--- src/rtl/temp_pkg.sv ---
// rtl/temp_pkg.sv - shared unit codes, FSM states and conversion constants
package temp_pkg;

    typedef enum logic [1:0] {
        UNIT_C   = 2'b00,
        UNIT_F   = 2'b01,
        UNIT_K   = 2'b10,
        UNIT_RSV = 2'b11
    } unit_t;

    typedef enum logic [1:0] {
        IDLE = 2'b00,
        PREP = 2'b01,
        DIV  = 2'b10,
        DONE = 2'b11
    } state_t;

    // Shared with the display-path conversion so both directions agree
    localparam int F_OFFSET = 32;
    localparam int K_OFFSET = 273;
    localparam int DIVISOR  = 9;

endpackage

--- src/rtl/udiv_const_seq.sv ---
// rtl/udiv_const_seq.sv - sequential restoring divider by a fixed constant
module udiv_const_seq #(
    parameter int N       = 14,
    parameter int DIVISOR = 9
) (
    input  logic                                 clk,
    input  logic                                 clr,
    input  logic                                 load,
    input  logic [N-1:0]                         dividend,
    output logic [N-1:0]                         quotient,
    output logic [$clog2(DIVISOR+1):0]           remainder,
    output logic                                 fin
);

    // One spare remainder bit so the shifted trial value never overflows
    localparam int RW = $clog2(DIVISOR + 1);
    localparam int CW = $clog2(N);
    localparam logic [CW-1:0] LAST = CW'(N - 1);

    logic [N-1:0]  dvd_q;
    logic [N-1:0]  quo_q;
    logic [RW:0]   rem_q;
    logic [CW-1:0] cnt_q;
    logic          active_q;

    logic [RW:0]   trial;
    logic          take;
    logic [RW:0]   rem_nxt;
    logic [N-1:0]  quo_nxt;

    // One restoring step: bring down the next dividend bit and try the subtract
    always_comb begin
        trial   = (rem_q << 1) | (RW+1)'(dvd_q[N-1]);
        take    = (trial >= (RW+1)'(DIVISOR));
        rem_nxt = take ? (trial - (RW+1)'(DIVISOR)) : trial;
        quo_nxt = (quo_q << 1) | N'(take);
    end

    // Iteration registers; the counter walks 0..N-1 while active
    always_ff @(posedge clk or posedge clr) begin
        if (clr) begin
            dvd_q    <= '0;
            quo_q    <= '0;
            rem_q    <= '0;
            cnt_q    <= '0;
            active_q <= 1'b0;
        end else if (load) begin
            dvd_q    <= dividend;
            quo_q    <= '0;
            rem_q    <= '0;
            cnt_q    <= '0;
            active_q <= 1'b1;
        end else if (active_q) begin
            dvd_q <= dvd_q << 1;
            quo_q <= quo_nxt;
            rem_q <= rem_nxt;
            cnt_q <= cnt_q + 1'b1;
            if (cnt_q == LAST) begin
                active_q <= 1'b0;
            end
        end
    end

    // Results include the bit being produced this cycle, so they are final while fin is high
    always_comb begin
        fin       = active_q && (cnt_q == LAST);
        quotient  = active_q ? quo_nxt : quo_q;
        remainder = active_q ? rem_nxt : rem_q;
    end

endmodule

--- src/rtl/temp_to_celsius.sv ---
// rtl/temp_to_celsius.sv - converts a Celsius/Fahrenheit/Kelvin entry to signed Celsius
module temp_to_celsius #(
    parameter int W        = 12,
    parameter int F_OFFSET = temp_pkg::F_OFFSET,
    parameter int K_OFFSET = temp_pkg::K_OFFSET
) (
    input  logic         clk,
    input  logic         clr,
    input  logic [W-1:0] din,
    input  logic [1:0]   sel,
    input  logic         st,
    output logic         busy,
    output logic         done,
    output logic [W-1:0] celsius,
    output logic         err
);

    import temp_pkg::*;

    localparam int REM_W = $clog2(DIVISOR + 1) + 1;

    state_t         state_q;
    state_t         state_nxt;

    logic [W-1:0]   din_q;
    unit_t          sel_q;
    logic           neg_q;
    logic [W-1:0]   celsius_q;
    logic           err_q;

    logic [W:0]     x_off;
    logic [W+2:0]   x_ext;
    logic [W+2:0]   t_scaled;
    logic           t_neg;
    logic [W+1:0]   t_mag;
    logic [W-1:0]   k_val;

    logic           div_load;
    logic [W+1:0]   div_q;
    logic [REM_W-1:0] div_rem_unused;
    logic           div_fin;

    // Fahrenheit pre-scale (F - offset) * 5 via shift-add, plus the Kelvin offset
    always_comb begin
        x_off    = {din_q[W-1], din_q} - (W+1)'(F_OFFSET);
        x_ext    = {{2{x_off[W]}}, x_off};
        t_scaled = (x_ext << 2) + x_ext;
        t_neg    = t_scaled[W+2];
        t_mag    = (W+2)'(t_neg ? -t_scaled : t_scaled);
        k_val    = din_q - W'(K_OFFSET);
        div_load = (state_q == PREP) && (sel_q == UNIT_F);
    end

    udiv_const_seq #(
        .N       (W + 2),
        .DIVISOR (DIVISOR)
    ) u_div (
        .clk       (clk),
        .clr       (clr),
        .load      (div_load),
        .dividend  (t_mag),
        .quotient  (div_q),
        .remainder (div_rem_unused),
        .fin       (div_fin)
    );

    // State register
    always_ff @(posedge clk or posedge clr) begin
        if (clr) begin
            state_q <= IDLE;
        end else begin
            state_q <= state_nxt;
        end
    end

    // Next-state logic; st only matters in IDLE so requests while busy are dropped
    always_comb begin
        state_nxt = state_q;
        case (state_q)
            IDLE: if (st) state_nxt = PREP;
            PREP: state_nxt = (sel_q == UNIT_F) ? DIV : DONE;
            DIV:  if (div_fin) state_nxt = DONE;
            DONE: state_nxt = IDLE;
            default: state_nxt = IDLE;
        endcase
    end

    // Request capture and result registers; result lands on the edge entering DONE
    always_ff @(posedge clk or posedge clr) begin
        if (clr) begin
            din_q     <= '0;
            sel_q     <= UNIT_C;
            neg_q     <= 1'b0;
            celsius_q <= '0;
            err_q     <= 1'b0;
        end else begin
            case (state_q)
                IDLE: begin
                    if (st) begin
                        din_q <= din;
                        sel_q <= unit_t'(sel);
                    end
                end
                PREP: begin
                    case (sel_q)
                        UNIT_C: begin
                            celsius_q <= din_q;
                            err_q     <= 1'b0;
                        end
                        UNIT_K: begin
                            celsius_q <= din_q[W-1] ? '0 : k_val;
                            err_q     <= din_q[W-1];
                        end
                        UNIT_F: begin
                            neg_q <= t_neg;
                            err_q <= 1'b0;
                        end
                        default: begin
                            celsius_q <= '0;
                            err_q     <= 1'b1;
                        end
                    endcase
                end
                DIV: begin
                    if (div_fin) begin
                        celsius_q <= neg_q ? W'(-div_q) : W'(div_q);
                    end
                end
                default: ;
            endcase
        end
    end

    // Outputs decoded from state
    always_comb begin
        busy    = (state_q != IDLE);
        done    = (state_q == DONE);
        celsius = celsius_q;
        err     = err_q;
    end

endmodule
--- config.mk ---
export PLATFORM = sky130hd
export DESIGN_NAME = temp_to_celsius
export DESIGN_NICKNAME = d
export VERILOG_FILES = /design/src/rtl/temp_pkg.sv /design/src/rtl/udiv_const_seq.sv /design/src/rtl/temp_to_celsius.sv
export SDC_FILE = /design/constraint.sdc
export NUM_CORES = 1
export LEC_CHECK = 0
export ABC_AREA = 0
export CORE_MARGIN = 2
export CORE_UTILIZATION = 55
export DETAILED_ROUTE_END_ITERATION = 6
export GPL_TIMING_DRIVEN = 1
export PLACE_DENSITY = 0.73
export SYNTH_ARGS = -nofsm -noshare
export SYNTH_HDL_FRONTEND = slang
export SYNTH_HIERARCHICAL = 1
export SYNTH_SLANG_ARGS = --single-unit
export TNS_END_PERCENT = 1
--- constraint.sdc ---
create_clock -name clk -period 4.1 [get_ports clk]
set_clock_uncertainty 0.1 [all_clocks]
set_input_delay 0.82 -clock clk [delete_from_list [all_inputs] [get_ports clk]]
set_output_delay 0.82 -clock clk [all_outputs]
set_load 0.01 [all_outputs]
== Yosys cells after proc, flatten, opt, wreduce, memory -nomap -nowiden ==
Cells that the tools add are included.
Operators by class
  $add $sub $neg: 7
  $lt $le $gt $ge: 1
  equal/unequal tests: 9
  multiplexer cells: 23
  bitwise gates (word level): 2
  reductions and logical operators: 12
Operators with widths (count)
  2-to-1 mux 14 bit: 5
  2-to-1 mux 12 bit: 3
  case mux 12 bit (3 select lines): 1
  case mux 12 bit (2 select lines): 1
  2-to-1 mux 4 bit: 5
  adder 15 bit: 1
  negator 14 bit: 1
  OR 14 x 1 -> 14 bit: 1
  subtractor 12 x 7 -> 13 bit (second input constant): 1
  negator 12 bit: 1
  subtractor 12 x 9 -> 12 bit (second input constant): 1
  case mux 2 bit (4 select lines): 1
  == test 2 bit (second input constant): 3
  inequality test 2 bit (second input constant): 3
  AND reduction 2 bit: 3
  nonzero test 2 bit: 3
  >= comparator 5 x 4 -> 1 bit (second input constant): 1
  OR 5 x 1 -> 5 bit: 1
  adder 4 x 1 -> 4 bit (second input constant): 1
  == test 2 x 1 -> 1 bit (second input constant): 2
  == test 4 bit (second input constant): 1
  zero test 2 bit: 2
  2-to-1 mux 1 bit: 4
  2-to-1 mux 2 bit: 2
  other kinds (5): 6
Storage, ports and cells
  flip-flop bits (word level): 67
  bits of input ports: 17
  output and inout bits: 15
  word-level logic and storage cells: 65

== Depth between registers and ports, before layout ==
Gate-level depths: netlist (run 1).
  word-level depth: 8
  gate-level depth with buffers: 15
  gate-level depth less buffers: 15

== Cells and area by module ==
The synthesis (run 1) kept the hierarchy.
Modules (own cells, without submodules)
  temp_to_celsius: times used 1, cells an instance 359, area each 2960.3 um^2, sequential area each 750.7 um^2
  udiv_const_seq: times used 1, cells an instance 176, area each 1889.3 um^2, sequential area each 950.9 um^2

== Least setup slack after synthesis (run 1) ==
No wires, ideal clock.
  path type: register -> register
  from: register din_q[5]
  to: register u_div.dvd_q[13]
  setup time: 0.133 ns
  arrival: 3.322 ns
  required time: 3.867 ns
  path slack: 0.545 ns
  cell stages (with the launch flop): 16
  buffers on the path: 0
  period minus slack after synthesis: 3.555 ns
  path through: dfrtp_1 -> inv_1 -> ha_1 -> nand2_1 -> or4_1 -> xnor2_1 -> ha_1 -> and4b_1 -> a21oi_1 -> nand3_1 -> nor3_1 -> or4_1 -> a211oi_2 -> xnor2_1 -> nand2_1 -> o21ai_0
On the way
  word-level cells in the longest chain between the ends: 5
RTL lines
  from (decl): line temp_to_celsius.sv:25  | logic [W-1:0] din_q;
  from (signal assigned): line temp_to_celsius.sv:100  | din_q <= din;
  subtractor 12 x 7 -> 13 bit *: line temp_to_celsius.sv:45  | x_off = {din_q[W-1], din_q} - (W+1)'(F_OFFSET);
  adder 15 bit *: line temp_to_celsius.sv:47  | t_scaled = (x_ext << 2) + x_ext;
  negator 14 bit: line temp_to_celsius.sv:49  | t_mag = (W+2)'(t_neg ? -t_scaled : t_scaled);
  2-to-1 mux 14 bit *: line temp_to_celsius.sv:49
  named net t_mag[13]: line temp_to_celsius.sv:35  | logic [W+1:0] t_mag;
  2-to-1 mux 14 bit *: line udiv_const_seq.sv:47  | end else if (load) begin
  to (signal assigned): line udiv_const_seq.sv:48  | dvd_q <= dividend;
  to (signal assigned): line udiv_const_seq.sv:54  | dvd_q <= dvd_q << 1;
  to (decl): line udiv_const_seq.sv:20  | logic [N-1:0] dvd_q;
The timed path passes the listed nets; every way through them passes the cells marked *.
A chain may end at the register's enable or synchronous reset.

== Final worst setup path (run 1) ==
Ends and elaborated chain as after synthesis.

==> flow_summary.html, run 1 <==
<table>
<tr><th>Metric</th><th>Value</th></tr>
<tr><th colspan="2">Worst setup path</th></tr>
<tr><td>Element type at the critical path end</td><td>flip-flop</td></tr>
<tr><td>Kind of cell with the highest combined delay on the critical path</td><td>simple AND/OR/NAND/NOR gates</td></tr>
<tr><td>Arrival @ worst endpoint</td><td>3990 ps</td></tr>
<tr><td>Required arrival time at the worst endpoint</td><td>4220 ps</td></tr>
<tr><td>CP max FO</td><td>8</td></tr>
<tr><td>Cell chain of the critical path</td><td>inv_1 -&gt; ha_2 -&gt; nand2_1 -&gt; or4_1 -&gt; xnor2_1 -&gt; ha_2 -&gt; and4b_1 -&gt; a21oi_1 -&gt; nand3_1 -&gt; nor3_1 -&gt; or4_1 -&gt; a211oi_2 -&gt; xnor2_1 -&gt; nand2_1 -&gt; o21ai_0</td></tr>
<tr><td>Category of the critical setup timing path</td><td>reg2reg</td></tr>
<tr><td>Reg2reg path depth</td><td>15</td></tr>
<tr><td>Count of cell instances traversed by the critical path</td><td>15</td></tr>
<tr><td>Buffer and inverter count on the worst path</td><td>1</td></tr>
<tr><td>Startpoint type of the worst setup path</td><td>flip-flop</td></tr>
<tr><td>Delay of the slowest cell on the worst path</td><td>550 ps</td></tr>
<tr><td>CP max-delay cell</td><td>or4_1</td></tr>
<tr><th colspan="2">Floorplan</th></tr>
<tr><td>Area of the core region</td><td>0.00822 mm2</td></tr>
<tr><td>Starting density of the core</td><td>57.0%</td></tr>
<tr><td>Total I/O pin count</td><td>32</td></tr>
<tr><td>Die ar.</td><td>0.00927 mm2</td></tr>
<tr><td># rows</td><td>33</td></tr>
<tr><td>Horiz. Die Dim</td><td>96.3 um</td></tr>
<tr><td>Vertical die dimension</td><td>96.3 um</td></tr>
<tr><th colspan="2">Drt</th></tr>
<tr><td>Router iterations before antenna repair</td><td>4</td></tr>
<tr><td>Remaining DRCs</td><td>0</td></tr>
<tr><td>Violation count after the first detailed-route iteration</td><td>202</td></tr>
<tr><td>Final wirelength</td><td>10400 um</td></tr>
<tr><td>Post-route antenna net violation count</td><td>0</td></tr>
<tr><td>Via count normalized by instance count</td><td>5.87</td></tr>
<tr><td>Routed wirelength normalized by instance count</td><td>16.0 um</td></tr>
<tr><td>Vias</td><td>3827</td></tr>
<tr><th colspan="2">Layout</th></tr>
<tr><td>Most frequent cells in the layout</td><td>65 x dfrtp_1, 51 x nand2_1, 50 x o21ai_0</td></tr>
<tr><td>Total of fill cells in the finished design</td><td>732</td></tr>
<tr><td>Ratio of cells with drive above 1 in the final layout</td><td>12.6%</td></tr>
<tr><td>Area growth from synthesis to layout</td><td>13.3%</td></tr>
<tr><td>Count of inserted antenna diode cells</td><td>0</td></tr>
<tr><td>Number of nets in the final layout</td><td>581</td></tr>
<tr><td>FF/Latch Area</td><td>0.00163 mm2</td></tr>
<tr><td>Most frequent standard cell in the layout excluding fill and tap cells</td><td>dfrtp_1</td></tr>
<tr><td>Footprint of the multi-input gates</td><td>0.00281 mm2</td></tr>
<tr><th colspan="2">STA</th></tr>
<tr><td>Slew of the pin with the lowest slew margin</td><td>781 ps</td></tr>
<tr><td>Max-slew headroom</td><td>47.9%</td></tr>
<tr><td>Time the final worst path needs with I/O delays and setup</td><td>3880 ps</td></tr>
<tr><td>Final setup viols</td><td>0</td></tr>
<tr><td>Portion of the clock cycle consumed by the worst path in the final layout</td><td>94.5%</td></tr>
<tr><td>Total negative setup slack</td><td>0 ps</td></tr>
<tr><td>Final number of hold-violating endpoints</td><td>0</td></tr>
<tr><td>FMAX</td><td>258 MHz</td></tr>
<tr><td>RSZ-0062 raised after global routing</td><td>false</td></tr>
<tr><td>Number of pins with negative max-slew slack in the final report</td><td>0</td></tr>
<tr><th colspan="2">Synth</th></tr>
<tr><td>Synthesized cell area</td><td>0.00468 mm2</td></tr>
<tr><td>Number of warnings reported in the yosys synthesis log</td><td>6</td></tr>
<tr><td>Syn_nets</td><td>558</td></tr>
<tr><td>Cells after Synth</td><td>519</td></tr>
<tr><td>Mean instance size in the synthesized netlist</td><td>9.02 um2</td></tr>
<tr><th colspan="2">Place</th></tr>
<tr><td>Port Buffers</td><td>31</td></tr>
<tr><td>HPWL after detailed placement</td><td>7780 um</td></tr>
<tr><td>Gpl congestion</td><td>0.948</td></tr>
<tr><th colspan="2">Global route</th></tr>
<tr><td>Total routing usage reported by global routing</td><td>24.8%</td></tr>
<tr><td>Most heavily used metal layer in global routing</td><td>met2</td></tr>
<tr><td>Met2 capacity usage during global routing</td><td>40.0%</td></tr>
<tr><td>Met3 Resource Use GR</td><td>4.86%</td></tr>
<tr><td>Number of antenna violations at the first check in global routing</td><td>0</td></tr>
<tr><td>Overall overflow remaining after global route</td><td>0</td></tr>
<tr><td>Pin count of the biggest net entering global routing</td><td>36</td></tr>
<tr><td>First-pass GRT wire length</td><td>17700 um</td></tr>
<tr><td>GRT met1 Usage</td><td>33.6%</td></tr>
<tr><td>Number of global-route vias before repair</td><td>3695</td></tr>
<tr><th colspan="2">Min path</th></tr>
<tr><td>Worst min-delay path class</td><td>reg2reg</td></tr>
<tr><td>Worst Hold Path Cells</td><td>2</td></tr>
<tr><th colspan="2">Clock tree</th></tr>
<tr><td>Setup Buffers After CTS</td><td>0</td></tr>
<tr><td>Inserted Clock Buffers</td><td>9</td></tr>
<tr><td>TritonCTS clock tree</td><td>built</td></tr>
<tr><td>Maximum buffer depth of the clock tree</td><td>2</td></tr>
<tr><td>Clk Tree Root Cell</td><td>clkbuf_8</td></tr>
<tr><td>H-tree depth</td><td>3</td></tr>
<tr><td>Latest clock arrival within the worst-skew pair</td><td>350 ps</td></tr>
<tr><td>Clock sink count</td><td>65</td></tr>
<tr><td>Clock transition time at the flip-flop clock pins of the worst setup and hold paths</td><td>80 ps</td></tr>
<tr><th colspan="2">Run</th></tr>
<tr><td>Max-Cap Viols</td><td>0</td></tr>
<tr><th colspan="2">Outcome</th></tr>
<tr><td>Run status</td><td>finished, final reports clean</td></tr>
</table>
worst paths after layout:
path | startpoint | end | slack (ps)
setup reg to reg | din_q[5] | u_div/dvd_q[13] | 220
hold reg to reg | celsius[6] | celsius[6] | 390
min in group asynchronous | clr | celsius[2] | 780
setup / recovery | din_q[5] | u_div/dvd_q[13] | 220
hold / removal | celsius[6] | celsius[6] | 390
max in group asynchronous | clr | u_div/quo_q[0] | 2360
sequential cells by signal, summed over array words and instances (netlist names):
| signal | flops |
|---|---|
| din_q | 12 |
| state_q | 2 |
| u_div/dvd_q | 14 |
| u_div/rem_q | 4 |
| celsius | 12 |
| u_div/quo_q | 12 |
| u_div/active_q | 1 |
| neg_q | 1 |
| err | 1 |
| sel_q | 2 |
| u_div/cnt_q | 4 |
per-stage QoR:
| stage | utilization [%] | std cells | area [um2] | worst slack [ps] | hold slack [ps] |
|---|---|---|---|---|---|
| final | 64.6 | 652 | 5310 | 225 | 393 |
| after global placement | 61.7 | 636 | 5070 | 370 | 366 |
| after detailed placement | 61.7 | 636 | 5070 | 227 | 381 |
| after CTS | 64.5 | 652 | 5300 | 201 | 396 |
| after floorplan | - | 519 | 4680 | 545 | 366 |
| after global routing | 64.6 | 652 | 5310 | 9.17 | 423 |
final cells by class:
class,count,area share [%]
Clock buffer,12,2.92
Timing Repair Buffer,41,7.26
Clock inverter,4,1.39
Tap cell,105,2.48
Sequential cell,65,30.7
Multi-Input combinational cell,392,52.9
Inverter,33,2.33
worst register-to-register path, cell delays in order (launching register included):
cell,delay (ps)
dfrtp_1,460
inv_1,170
ha_2,270
nand2_1,100
or4_1,520
xnor2_1,180
ha_2,390
and4b_1,210
a21oi_1,70
nand3_1,160
nor3_1,90
or4_1,550
a211oi_2,250
xnor2_1,100
nand2_1,60
o21ai_0,70
routing by layer:
metal  wire length, um  up-vias
li1                  -     1889
met1              4810     1841
met2              4980       82
met3               451       15
met4               161        0
met5                 0        -
what timing repair did:
item / CTS / global route
hold buffers: 0 / 0
endpoints found under the setup margin: 0 / 1
resized for setup: 0 / 2
Power of run 1 is left out: the tool's default activity adds up to more than one toggle a clock period on the data nets, which glitch-free logic cannot reach.
==> run 2: changes to the inputs <==
--- a/config.mk
+++ b/config.mk
@@ -11,6 +11,7 @@
 export DETAILED_ROUTE_END_ITERATION = 6
 export GPL_TIMING_DRIVEN = 1
 export PLACE_DENSITY = 0.73
+export SKIP_CTS_REPAIR_TIMING = 1
 export SYNTH_ARGS = -nofsm -noshare
 export SYNTH_HDL_FRONTEND = slang
 export SYNTH_HIERARCHICAL = 1
==> results of run 2 <==
Same layout as run 1: the final DEF is identical, and so are final timing and power.
Power of run 2 is left out for the same reason.
